--- src/rtl/mesh_input_router.sv ---
// ---------------------------------------------------------------------------
// mesh_input_router
//
// Per-input-port routing stage for the 2-D mesh NoC. Each request packet is
// accepted on a valid/ready handshake. Its output direction is resolved at
// enqueue with dimension-ordered routing, either row-first or column-first.
// The packet is then buffered in a DEPTH-entry FIFO and the head entry is
// presented to the crossbar. A packet with both readIn and writeIn set is
// malformed: it is discarded and counted.
//
// Ports
//   clk, reset                 clock, synchronous active-high reset
//   localRouterAddress         this router's {row, column}
//   routeMode                  0 = row-first, 1 = column-first (per packet)
//   in_valid / in_ready        upstream handshake (in_ready = !full)
//   destinationAddressIn       {row, column, bank} of the request
//   requesterAddressIn         originating router {row, column}
//   readIn, writeIn            request type
//   out_valid / out_ready      crossbar handshake for the head entry
//   outputPortSelect           one-hot {W, E, S, N, local}
//   memRead, memWrite          head request type, only for local routes
//   destinationAddressOut      head destination
//   requesterAddressOut        head requester
//   occupancy                  number of buffered entries
//   dropPulse                  one cycle per discarded malformed packet
//   dropCount                  saturating discard counter
// ---------------------------------------------------------------------------
module mesh_input_router #(
    parameter  int ROW_W  = 2,
    parameter  int COL_W  = 2,
    parameter  int BANK_W = 4,
    parameter  int DEPTH  = 4,
    localparam int NET_W  = ROW_W + COL_W,
    localparam int OCC_W  = $clog2(DEPTH) + 1
) (
    input  logic                    clk,
    input  logic                    reset,
    input  logic [NET_W-1:0]        localRouterAddress,
    input  logic                    routeMode,
    input  logic                    in_valid,
    output logic                    in_ready,
    input  logic [NET_W+BANK_W-1:0] destinationAddressIn,
    input  logic [NET_W-1:0]        requesterAddressIn,
    input  logic                    readIn,
    input  logic                    writeIn,
    output logic                    out_valid,
    input  logic                    out_ready,
    output logic [4:0]              outputPortSelect,
    output logic                    memRead,
    output logic                    memWrite,
    output logic [NET_W+BANK_W-1:0] destinationAddressOut,
    output logic [NET_W-1:0]        requesterAddressOut,
    output logic [OCC_W-1:0]        occupancy,
    output logic                    dropPulse,
    output logic [7:0]              dropCount
);

    localparam int ADDR_W = NET_W + BANK_W;
    localparam int PTR_W  = $clog2(DEPTH);
    localparam int CNT_W  = OCC_W;

    localparam logic [4:0] PORT_LOCAL = 5'b00001;
    localparam logic [4:0] PORT_NORTH = 5'b00010;
    localparam logic [4:0] PORT_SOUTH = 5'b00100;
    localparam logic [4:0] PORT_EAST  = 5'b01000;
    localparam logic [4:0] PORT_WEST  = 5'b10000;

    // FIFO storage; not reset because out_valid masks every head output
    // that matters while the FIFO is empty.
    logic [4:0]        route_mem_q [DEPTH];
    logic              rd_mem_q    [DEPTH];
    logic              wr_mem_q    [DEPTH];
    logic [ADDR_W-1:0] dest_mem_q  [DEPTH];
    logic [NET_W-1:0]  req_mem_q   [DEPTH];

    logic [PTR_W-1:0]  wr_ptr_q, wr_ptr_d;
    logic [PTR_W-1:0]  rd_ptr_q, rd_ptr_d;
    logic [CNT_W-1:0]  count_q, count_d;
    logic              drop_pulse_q, drop_pulse_d;
    logic [7:0]        drop_cnt_q, drop_cnt_d;

    logic              full;
    logic              empty;
    logic              handshake;
    logic              accept;
    logic              malformed;
    logic              dequeue;

    logic [ROW_W-1:0]  dst_row, loc_row;
    logic [COL_W-1:0]  dst_col, loc_col;
    logic [4:0]        route_new;
    logic              mem_rd_new;
    logic              mem_wr_new;

    assign full      = (count_q == CNT_W'(DEPTH));
    assign empty     = (count_q == '0);
    assign handshake = in_valid && !full;
    assign accept    = handshake && (readIn ^ writeIn);
    assign malformed = handshake && readIn && writeIn;
    assign dequeue   = !empty && out_ready;

    assign dst_row = destinationAddressIn[ADDR_W-1 -: ROW_W];
    assign dst_col = destinationAddressIn[BANK_W +: COL_W];
    assign loc_row = localRouterAddress[NET_W-1 -: ROW_W];
    assign loc_col = localRouterAddress[COL_W-1:0];

    // Dimension-ordered route. The route falls through to local only when
    // both coordinates match.
    always_comb begin
        route_new = PORT_LOCAL;
        if (!routeMode) begin
            if (dst_row > loc_row)      route_new = PORT_SOUTH;
            else if (dst_row < loc_row) route_new = PORT_NORTH;
            else if (dst_col > loc_col) route_new = PORT_EAST;
            else if (dst_col < loc_col) route_new = PORT_WEST;
        end else begin
            if (dst_col > loc_col)      route_new = PORT_EAST;
            else if (dst_col < loc_col) route_new = PORT_WEST;
            else if (dst_row > loc_row) route_new = PORT_SOUTH;
            else if (dst_row < loc_row) route_new = PORT_NORTH;
        end
        mem_rd_new = (route_new == PORT_LOCAL) && readIn;
        mem_wr_new = (route_new == PORT_LOCAL) && writeIn;
    end

    always_comb begin
        wr_ptr_d     = wr_ptr_q;
        rd_ptr_d     = rd_ptr_q;
        count_d      = count_q;
        drop_pulse_d = malformed;
        drop_cnt_d   = drop_cnt_q;

        // Pointer width equals log2(DEPTH), so the increment wraps on its own.
        if (accept)  wr_ptr_d = wr_ptr_q + PTR_W'(1);
        if (dequeue) rd_ptr_d = rd_ptr_q + PTR_W'(1);

        if (accept && !dequeue)      count_d = count_q + CNT_W'(1);
        else if (!accept && dequeue) count_d = count_q - CNT_W'(1);

        if (malformed && (drop_cnt_q != 8'hFF)) drop_cnt_d = drop_cnt_q + 8'd1;
    end

    always_ff @(posedge clk) begin
        if (reset) begin
            wr_ptr_q     <= '0;
            rd_ptr_q     <= '0;
            count_q      <= '0;
            drop_pulse_q <= 1'b0;
            drop_cnt_q   <= '0;
        end else begin
            wr_ptr_q     <= wr_ptr_d;
            rd_ptr_q     <= rd_ptr_d;
            count_q      <= count_d;
            drop_pulse_q <= drop_pulse_d;
            drop_cnt_q   <= drop_cnt_d;
        end
    end

    // A write in the reset cycle is harmless: the write pointer returns to 0
    // and the entry is never made visible.
    always_ff @(posedge clk) begin
        if (accept) begin
            route_mem_q[wr_ptr_q] <= route_new;
            rd_mem_q[wr_ptr_q]    <= mem_rd_new;
            wr_mem_q[wr_ptr_q]    <= mem_wr_new;
            dest_mem_q[wr_ptr_q]  <= destinationAddressIn;
            req_mem_q[wr_ptr_q]   <= requesterAddressIn;
        end
    end

    assign in_ready              = !full;
    assign out_valid             = !empty;
    assign occupancy             = count_q;
    assign outputPortSelect      = empty ? 5'b00000 : route_mem_q[rd_ptr_q];
    assign memRead               = !empty && rd_mem_q[rd_ptr_q];
    assign memWrite              = !empty && wr_mem_q[rd_ptr_q];
    assign destinationAddressOut = dest_mem_q[rd_ptr_q];
    assign requesterAddressOut   = req_mem_q[rd_ptr_q];
    assign dropPulse             = drop_pulse_q;
    assign dropCount             = drop_cnt_q;

endmodule

--- config.mk ---
export PLATFORM = sky130hd
export DESIGN_NAME = mesh_input_router
export DESIGN_NICKNAME = d
export VERILOG_FILES = /design/src/rtl/mesh_input_router.sv
export SDC_FILE = /design/constraint.sdc
export NUM_CORES = 1
export LEC_CHECK = 0
export BUFFER_PORTS_ARGS = -buffer_cell sky130_fd_sc_hd__buf_2
export CORE_ASPECT_RATIO = 0.9
export CORE_MARGIN = 3
export CORE_UTILIZATION = 50
export CTS_BUF_LIST = sky130_fd_sc_hd__clkbuf_8
export DETAILED_ROUTE_END_ITERATION = 6
export PLACE_DENSITY = 0.76
export SYNTH_ARGS = -nofsm -noshare
export SYNTH_HDL_FRONTEND = slang
export SYNTH_SLANG_ARGS = --single-unit
--- constraint.sdc ---
create_clock -name clk -period 4.86 [get_ports clk]
set_clock_uncertainty 0.15 [all_clocks]
set_input_delay 0.972 -clock clk [delete_from_list [all_inputs] [get_ports clk]]
set_output_delay 0.972 -clock clk [all_outputs]
set_load 0.05 [all_outputs]
==> flow_results.xml, run 1 <==
<?xml version="1.0" encoding="UTF-8"?>
<metrics>
  <group name="outcome">
    <metric name="outcome" unit="">finished, final reports clean</metric>
  </group>
  <group name="critical_path">
    <metric name="worstSetupStartpointType" unit="">register</metric>
    <metric name="worst-endpoint-arrival" unit="ns">2.28</metric>
    <metric name="critPathRequiredTime" unit="ns">3.74</metric>
    <metric name="regToRegSetupSlack" unit="ns">2.15</metric>
    <metric name="cp-end-kind" unit="">output pin</metric>
    <metric name="crit-reg2reg-capture" unit="">occupancy[2]$_SDFFE_PP0P_</metric>
    <metric name="worst-setup-path-type" unit="">reg -&gt; out</metric>
    <metric name="timing.rr.start" unit="">occupancy[0]$_SDFFE_PP0P_</metric>
    <metric name="critical_path_peak_fanout" unit="">13</metric>
    <metric name="r2r.worst_path.cells" unit="">8</metric>
  </group>
  <group name="power">
    <metric name="peakVddDrop" unit="uV">171</metric>
    <metric name="static-leakage-power" unit="nW">1.57</metric>
    <metric name="power_density" unit="nW/um^2">496</metric>
  </group>
  <group name="min_path">
    <metric name="worstHoldPathCells" unit="">2</metric>
    <metric name="timing.hold.worst.class" unit="">reg -&gt; reg</metric>
    <metric name="min_from" unit="">rd_ptr_q[1]$_SDFFE_PP0P_</metric>
  </group>
  <group name="drt">
    <metric name="via_count" unit="">2072</metric>
    <metric name="detail_route.drc_violations" unit="">0</metric>
    <metric name="drt_pre_antenna_iters" unit="">4</metric>
    <metric name="drtAntennaViolNets" unit="">0</metric>
    <metric name="wire_per_inst" unit="um">17.2</metric>
    <metric name="routed_via_density" unit="">5.42</metric>
    <metric name="wire_length_reported_by_the_detailed_router" unit="um">6580</metric>
    <metric name="first_iter_violations" unit="">117</metric>
  </group>
  <group name="synth">
    <metric name="mappedNetlistNets" unit="">260</metric>
    <metric name="synthesis.yosys.warnings" unit="">0</metric>
    <metric name="syn_avg_cell_area" unit="um^2">17.0</metric>
    <metric name="share_of_the_synthesized_area_in_the_top_cell_type" unit="%">59.5</metric>
    <metric name="synth_area_leaders" unit="">sky130_fd_sc_hd__edfxtp_1 (60%), sky130_fd_sc_hd__mux4_2 (11%), sky130_fd_sc_hd__dfxtp_1 (9.4%)</metric>
    <metric name="synth_largest_area_cell" unit="">sky130_fd_sc_hd__edfxtp_1</metric>
    <metric name="synth-seq-cells" unit="">94</metric>
    <metric name="synthCells" unit="">226</metric>
    <metric name="synth_sequential_area_ratio" unit="%">68.9</metric>
    <metric name="synthesis.area" unit="um^2">3830</metric>
    <metric name="synthDistinctLibCells" unit="">37</metric>
  </group>
  <group name="clock_tree">
    <metric name="clk_root_buffer_cell" unit="">sky130_fd_sc_hd__clkbuf_8</metric>
    <metric name="cts_inserted_buffers" unit="">9</metric>
    <metric name="clk_pin_slew" unit="ns">0.10</metric>
    <metric name="clk_latency" unit="ns">0.35</metric>
    <metric name="cts-htree-levels" unit="">3</metric>
    <metric name="post_cts.repair.setup_buffers" unit="">0</metric>
    <metric name="cells_resized_by_post_cts_repair" unit="">0</metric>
    <metric name="cts.hold.buffers_added" unit="">0</metric>
    <metric name="cts.sink_count" unit="">94</metric>
    <metric name="cts_tree" unit="">yes</metric>
    <metric name="cts.path.max_buffers" unit="">2</metric>
  </group>
  <group name="place">
    <metric name="dp_cells" unit="">366</metric>
    <metric name="gp_congestion" unit="">0.773</metric>
    <metric name="dp_hpwl" unit="um">4540</metric>
    <metric name="place.port_buffers" unit="">55</metric>
  </group>
  <group name="cells_and_area">
    <metric name="stdcell_count" unit="">382</metric>
    <metric name="finish.net_count" unit="">318</metric>
    <metric name="area.growth.synth_to_final" unit="%">13.8</metric>
    <metric name="antenna_cells_inserted" unit="">0</metric>
    <metric name="final_layout_fill_cell_count" unit="">538</metric>
    <metric name="final_layout_size_suffix_gt1_share" unit="%">33.6</metric>
  </group>
  <group name="global_routing">
    <metric name="vias_in_the_first_global_route" unit="">2052</metric>
    <metric name="grt_antenna_before_repair" unit="">0</metric>
    <metric name="first_pass_grt_wire_length" unit="um">10400</metric>
    <metric name="total_global_routing_overflow" unit="">0</metric>
    <metric name="largest_net_degree_at_the_start_of_global_routing" unit="">20</metric>
    <metric name="grt_use_total" unit="%">15.6</metric>
  </group>
  <group name="timing">
    <metric name="final_max_slew_viol_count" unit="">0</metric>
    <metric name="finalHoldViolations" unit="">0</metric>
    <metric name="worst-slew-pin-transition" unit="ns">0.966</metric>
    <metric name="final-setup-viol-count" unit="">0</metric>
    <metric name="finalCritPeriodShare" unit="%">69.9</metric>
    <metric name="setup_repair_after_global_routing_missed_its_margin" unit="">false</metric>
    <metric name="post-route-min-period" unit="ns">3.40</metric>
    <metric name="achievable-frequency" unit="MHz">294</metric>
    <metric name="slew-limit-headroom" unit="%">35.6</metric>
    <metric name="timing.setup.tns" unit="ns">0</metric>
  </group>
  <group name="floorplan">
    <metric name="boundaryPins" unit="">56</metric>
    <metric name="core.rowCount" unit="">29</metric>
    <metric name="start_util" unit="%">52.8</metric>
    <metric name="die_area" unit="um^2">8760</metric>
    <metric name="core-area" unit="um^2">7260</metric>
    <metric name="die_width" unit="um">98.3</metric>
    <metric name="die-height" unit="um">89.1</metric>
  </group>
  <group name="run">
    <metric name="maxcap_viol_count" unit="">0</metric>
  </group>
</metrics>
-- worst max-delay path by stage --
stage / cells past startpoint / from / end
after global placement: 3 / register / destinationAddressOut[4]
after detailed placement: 9 / writeIn / occupancy[2]$_SDFFE_PP0P_
after global routing: 3 / register / destinationAddressOut[7]
final: 3 / register / destinationAddressOut[5]
after CTS: 3 / register / destinationAddressOut[5]
after floorplan: 10 / occupancy[0]$_SDFFE_PP0P_ / occupancy[2]$_SDFFE_PP0P_
-- routing by layer --
metal / vias up / GRT usage [%] / share of wire (%)
met1: 1038 / 20.0 / 44
met5: - / 0 / 0
met2: 39 / 26.7 / 51
met3: 7 / 4.76 / 3.8
met4: 0 / 3.72 / 0.81
li1: 988 / - / -
-- layout make-up --
| cell class | instances | area, um^2 | area share, % |
|---|---|---|---|
| well taps | 93 | 116 | 2.67 |
| clock inverters | 7 | 55.1 | 1.26 |
| clock buffers | 9 | 124 | 2.84 |
| multi-input cells | 113 | 1100 | 25.3 |
| flip-flops and latches | 94 | 2640 | 60.6 |
| inverters | 10 | 37.5 | 0.860 |
| repair buffers | 56 | 283 | 6.48 |
-- through the flow --
step,setup slack [ns],util [%],power [mW],instance area [um^2],hold slack [ns]
after floorplan,1.97,-,1.58,3830,0.335
after global placement,1.78,57.7,1.71,4180,0.344
after detailed placement,1.69,57.7,1.73,4180,0.369
after CTS,1.37,60.1,2.19,4360,0.385
after global routing,1.24,60.1,2.27,4360,0.414
final,1.46,60.1,2.16,4360,0.383
-- cell usage in the layout, fill, tap and decap left out, drive strengths merged, types with 4 or more instances in the layout --
cell and instances:
and2 13, inv 14, buf 56, nor2 12, ha 10, edfxtp 76, xor2 5, a21oi 7
nand2 7, nand3 4, mux4 19, nor2b 4, clkbuf 9, dfxtp 18
-- critical path: stages, from the launching register on --
cell	delay, ns
sky130_fd_sc_hd__dfxtp_1	0.86
sky130_fd_sc_hd__buf_4	0.32
sky130_fd_sc_hd__mux4_2	0.51
sky130_fd_sc_hd__buf_2	0.23
-- synthesized netlist by cell type (all sizes together) --
library cell and instances:
o311ai 1, o211ai 3, xnor2 1, a21boi 1, mux2 2, ha 10, or3 3, nor2b 4
a221oi 1, mux4 19, o41ai 1, buf 5, and2 13, xor2 5, dfxtp 18, nor2 12
fa 1, edfxtp 76, and3 2, nand2 7, a211oi 1, nor4 1, nand4 3, a21oi 7
nand3 4, mux2i 3, clkbuf 4, o31ai 3, or4 2, o21ai 2, or3b 1, inv 10
-- registers in the layout, indices dropped and copies added, names as in the netlist, named ones only --
| signal | flops |
|---|---|
| dest_mem_q | 32 |
| route_mem_q | 20 |
| req_mem_q | 16 |
| dropCount | 8 |
| rd_mem_q | 4 |
| wr_mem_q | 4 |
| occupancy | 3 |
| rd_ptr_q | 2 |
| wr_ptr_q | 2 |
| dropPulse | 1 |
-- cell families (layout without fill, tap and decap cells) --
logic type               count (synthesis)  after routing  share of synthesized area (%)
buffers and inverters                   19             82                           2.28
flip-flops                              94             94                           68.9
adder cells (fa/ha/maj)                 11             11                           3.78
AO/OA/AOI/OAI                           20             20                           3.43
multiplexers                            24             24                           12.5
XOR/XNOR                                 6              6                           1.37
AND/OR/NAND/NOR                         52             52                           7.70
-- report_power, final --
group	leakage (nW)	internal, mW	switching [mW]
sequential	0.844	0.928	0.0637
combinational	0.636	0.238	0.468
clock	0.0887	0.192	0.272
total	1.57	1.36	0.804
Power figures use the tool's default switching activity.
==> inputs of run 2 (changes only) <==
--- a/config.mk
+++ b/config.mk
@@ -11,7 +11,7 @@
 export CORE_UTILIZATION = 50
 export CTS_BUF_LIST = sky130_fd_sc_hd__clkbuf_8
 export DETAILED_ROUTE_END_ITERATION = 6
-export PLACE_DENSITY = 0.76
+export PLACE_DENSITY = 0.79
 export SYNTH_ARGS = -nofsm -noshare
 export SYNTH_HDL_FRONTEND = slang
 export SYNTH_SLANG_ARGS = --single-unit
==> constraint.sdc (replaced) <==
create_clock -name clk -period 3.1 [get_ports clk]
set_clock_uncertainty 0.15 [all_clocks]
set_input_delay 0.62 -clock clk [delete_from_list [all_inputs] [get_ports clk]]
set_output_delay 0.62 -clock clk [all_outputs]
set_load 0.05 [all_outputs]
==> run 2 against run 1 <==
Clock power is 69% higher. Non-clock buffer count rose by 7. Total power rose by 60%. Global-route usage rose by 0.39 points. Die area did not move. Critical path type unchanged. Critical endpoint unchanged. Largest power group unchanged.
==> flow_results.xml, run 2 (same netlist as run 1, synthesis figures left out) <==
<?xml version="1.0" encoding="UTF-8"?>
<metrics>
  <group name="outcome">
    <metric name="outcome" unit="">finished, final reports clean</metric>
  </group>
  <group name="drt">
    <metric name="drt_pre_antenna_iters" unit="">4</metric>
    <metric name="drtAntennaViolNets" unit="">0</metric>
    <metric name="via_count" unit="">2084</metric>
    <metric name="first_iter_violations" unit="">99</metric>
    <metric name="top_layer_used" unit="">met4</metric>
    <metric name="detail_route.drc_violations" unit="">0</metric>
    <metric name="drt-met1-wl" unit="um">2900</metric>
    <metric name="routed_via_density" unit="">5.36</metric>
    <metric name="wl_met3" unit="um">182</metric>
    <metric name="wire_per_inst" unit="um">16.6</metric>
    <metric name="wire_length_reported_by_the_detailed_router" unit="um">6470</metric>
    <metric name="wl_met2" unit="um">3270</metric>
  </group>
  <group name="power">
    <metric name="peakVddDrop" unit="uV">308</metric>
    <metric name="pwr-share-seq" unit="%">43.3</metric>
    <metric name="static-leakage-power" unit="nW">1.62</metric>
    <metric name="power_density" unit="nW/um^2">783</metric>
    <metric name="internal-power" unit="mW">2.22</metric>
    <metric name="power.share.switching" unit="%">36.0</metric>
    <metric name="share_of_power_burned_in_the_clock_network" unit="%">22.6</metric>
    <metric name="power.combinational.fraction" unit="%">34.1</metric>
    <metric name="switching_power" unit="mW">1.25</metric>
  </group>
  <group name="timing">
    <metric name="final-setup-viol-count" unit="">0</metric>
    <metric name="final_max_slew_viol_count" unit="">0</metric>
    <metric name="fin_worst_setup_slack" unit="ns">0.405</metric>
    <metric name="timing.setup.tns" unit="ns">0</metric>
    <metric name="final.hold.worst_slack" unit="ns">0.331</metric>
    <metric name="worst-slew-pin-transition" unit="ns">0.596</metric>
    <metric name="achievable-frequency" unit="MHz">371</metric>
    <metric name="post-route-min-period" unit="ns">2.69</metric>
    <metric name="finalCritPeriodShare" unit="%">86.9</metric>
    <metric name="slew-limit-headroom" unit="%">60.2</metric>
    <metric name="setup_repair_after_global_routing_missed_its_margin" unit="">false</metric>
    <metric name="finalHoldViolations" unit="">0</metric>
  </group>
  <group name="floorplan">
    <metric name="die_area" unit="um^2">8760</metric>
    <metric name="die-height" unit="um">89.1</metric>
    <metric name="die_width" unit="um">98.3</metric>
    <metric name="core-area" unit="um^2">7260</metric>
    <metric name="boundaryPins" unit="">56</metric>
    <metric name="core.rowCount" unit="">29</metric>
    <metric name="start_util" unit="%">52.8</metric>
  </group>
  <group name="cells_and_area">
    <metric name="stdcell_count" unit="">389</metric>
    <metric name="multiInputGateArea" unit="um^2">1100</metric>
    <metric name="area.growth.synth_to_final" unit="%">15.6</metric>
    <metric name="max_flop_register" unit="">dest_mem_q</metric>
    <metric name="largest_register_ff_count" unit="">32</metric>
    <metric name="finish.net_count" unit="">325</metric>
    <metric name="mostFrequentLayoutCells" unit="">sky130_fd_sc_hd__edfxtp_1 (76), sky130_fd_sc_hd__buf_2 (55), sky130_fd_sc_hd__mux4_2 (19), sky130_fd_sc_hd__dfxtp_1 (18), sky130_fd_sc_hd__and2_1 (13)</metric>
    <metric name="biggestRegsByFlops" unit="">dest_mem_q x32, route_mem_q x20, req_mem_q x16</metric>
    <metric name="seq_area" unit="um^2">2640</metric>
    <metric name="final_layout_size_suffix_gt1_share" unit="%">34.8</metric>
    <metric name="final_layout_fill_cell_count" unit="">542</metric>
    <metric name="antenna_cells_inserted" unit="">0</metric>
    <metric name="most_common_cell_after_layout_fill_and_taps_aside" unit="">sky130_fd_sc_hd__edfxtp_1</metric>
  </group>
  <group name="clock_tree">
    <metric name="cts.path.max_buffers" unit="">2</metric>
    <metric name="post_cts.repair.setup_buffers" unit="">0</metric>
    <metric name="cells_resized_by_post_cts_repair" unit="">0</metric>
    <metric name="clk_pin_slew" unit="ns">0.09</metric>
    <metric name="cts.hold.buffers_added" unit="">0</metric>
    <metric name="cts.sink_count" unit="">94</metric>
    <metric name="clk_root_buffer_cell" unit="">sky130_fd_sc_hd__clkbuf_8</metric>
    <metric name="clk_latency" unit="ns">0.34</metric>
    <metric name="cts-htree-levels" unit="">3</metric>
    <metric name="cts_inserted_buffers" unit="">9</metric>
    <metric name="cts_tree" unit="">yes</metric>
  </group>
  <group name="global_routing">
    <metric name="first_pass_grt_wire_length" unit="um">10600</metric>
    <metric name="grt_antenna_before_repair" unit="">0</metric>
    <metric name="vias_in_the_first_global_route" unit="">2124</metric>
    <metric name="grt_use_total" unit="%">16.0</metric>
    <metric name="largest_net_degree_at_the_start_of_global_routing" unit="">20</metric>
    <metric name="total_global_routing_overflow" unit="">0</metric>
  </group>
  <group name="critical_path">
    <metric name="worst-setup-path-type" unit="">reg -&gt; out</metric>
    <metric name="critical_path_peak_fanout" unit="">16</metric>
    <metric name="worstSetupStartpointType" unit="">register</metric>
    <metric name="cp-end-kind" unit="">output pin</metric>
    <metric name="worst-endpoint-arrival" unit="ns">1.92</metric>
    <metric name="critPathRequiredTime" unit="ns">2.33</metric>
  </group>
  <group name="min_path">
    <metric name="timing.hold.worst.class" unit="">in -&gt; reg</metric>
  </group>
  <group name="run">
    <metric name="maxcap_viol_count" unit="">0</metric>
  </group>
  <group name="place">
    <metric name="place.port_buffers" unit="">55</metric>
    <metric name="dp_hpwl" unit="um">4430</metric>
    <metric name="gp_congestion" unit="">0.822</metric>
    <metric name="dpl_worst_slack" unit="ns">0.302</metric>
    <metric name="dp_cells" unit="">373</metric>
  </group>
</metrics>
## run 2: changes by cell type in the layout (fill, tap and decap cells not counted)
cell,change
sky130_fd_sc_hd__clkinv_4,+1
sky130_fd_sc_hd__bufinv_16,+1
sky130_fd_sc_hd__inv_1,+1
sky130_fd_sc_hd__clkinvlp_4,-1
sky130_fd_sc_hd__inv_6,-2
sky130_fd_sc_hd__buf_4,+7
## run 2: worst max-delay path: stages, from the launching register on
cell and delay [ns]:
sky130_fd_sc_hd__dfxtp_1 0.32, sky130_fd_sc_hd__buf_4 0.29, sky130_fd_sc_hd__buf_4 0.23, sky130_fd_sc_hd__mux4_2 0.51, sky130_fd_sc_hd__buf_2 0.23
## run 2: area by class of cell
| cell class | count | share of cell area (%) |
|---|---|---|
| Inverter | 10 | 0.847 |
| Sequential cell | 94 | 59.6 |
| Multi-Input combinational cell | 113 | 24.9 |
| Clock inverter | 7 | 1.64 |
| Timing Repair Buffer | 63 | 7.56 |
| Tap cell | 93 | 2.62 |
| Clock buffer | 9 | 2.79 |
## run 2: per-stage QoR
| step | total power, mW | area, um^2 | utilization (%) |
|---|---|---|---|
| 3_5_place_dp | 2.73 | 4240 | 58.4 |
| 5_1_grt | 3.64 | 4430 | 61.1 |
| 4_1_cts | 3.52 | 4430 | 61.1 |
| 3_3_place_gp | 2.71 | 4240 | 58.4 |
| 6_report | 3.47 | 4430 | 61.1 |
| 2_1_floorplan | 2.48 | 3830 | - |
## run 2: path summary, 6_finish.rpt
path	cells past startpoint	endpoint	slack, ns	startpoint
worst min register to register	2	dropCount[1]$_SDFFE_PP0P_	0.37	dropCount[1]$_SDFFE_PP0P_
worst max-delay path	4	destinationAddressOut[5]	0.41	register
worst min-delay path	1	dest_mem_q[1][0]$_DFFE_PP_	0.33	destinationAddressIn[0]
worst max register to register	8	occupancy[2]$_SDFFE_PP0P_	0.41	occupancy[0]$_SDFFE_PP0P_
## run 2: power groups by stage
stage	clock network [mW]	registers (mW)	logic (mW)
final	0.785	1.50	1.18
after global routing	0.868	1.51	1.26
after CTS	0.809	1.50	1.20
after detailed placement	0	1.53	1.20
after global placement	0	1.53	1.18
after floorplan	0	1.56	0.918
## run 2: per-layer routing
layer,global-route usage (%),up-vias
li1,-,1006
met1,20.5,1040
met2,27.1,29
met3,2.96,9
met4,7.44,0
met5,0,-
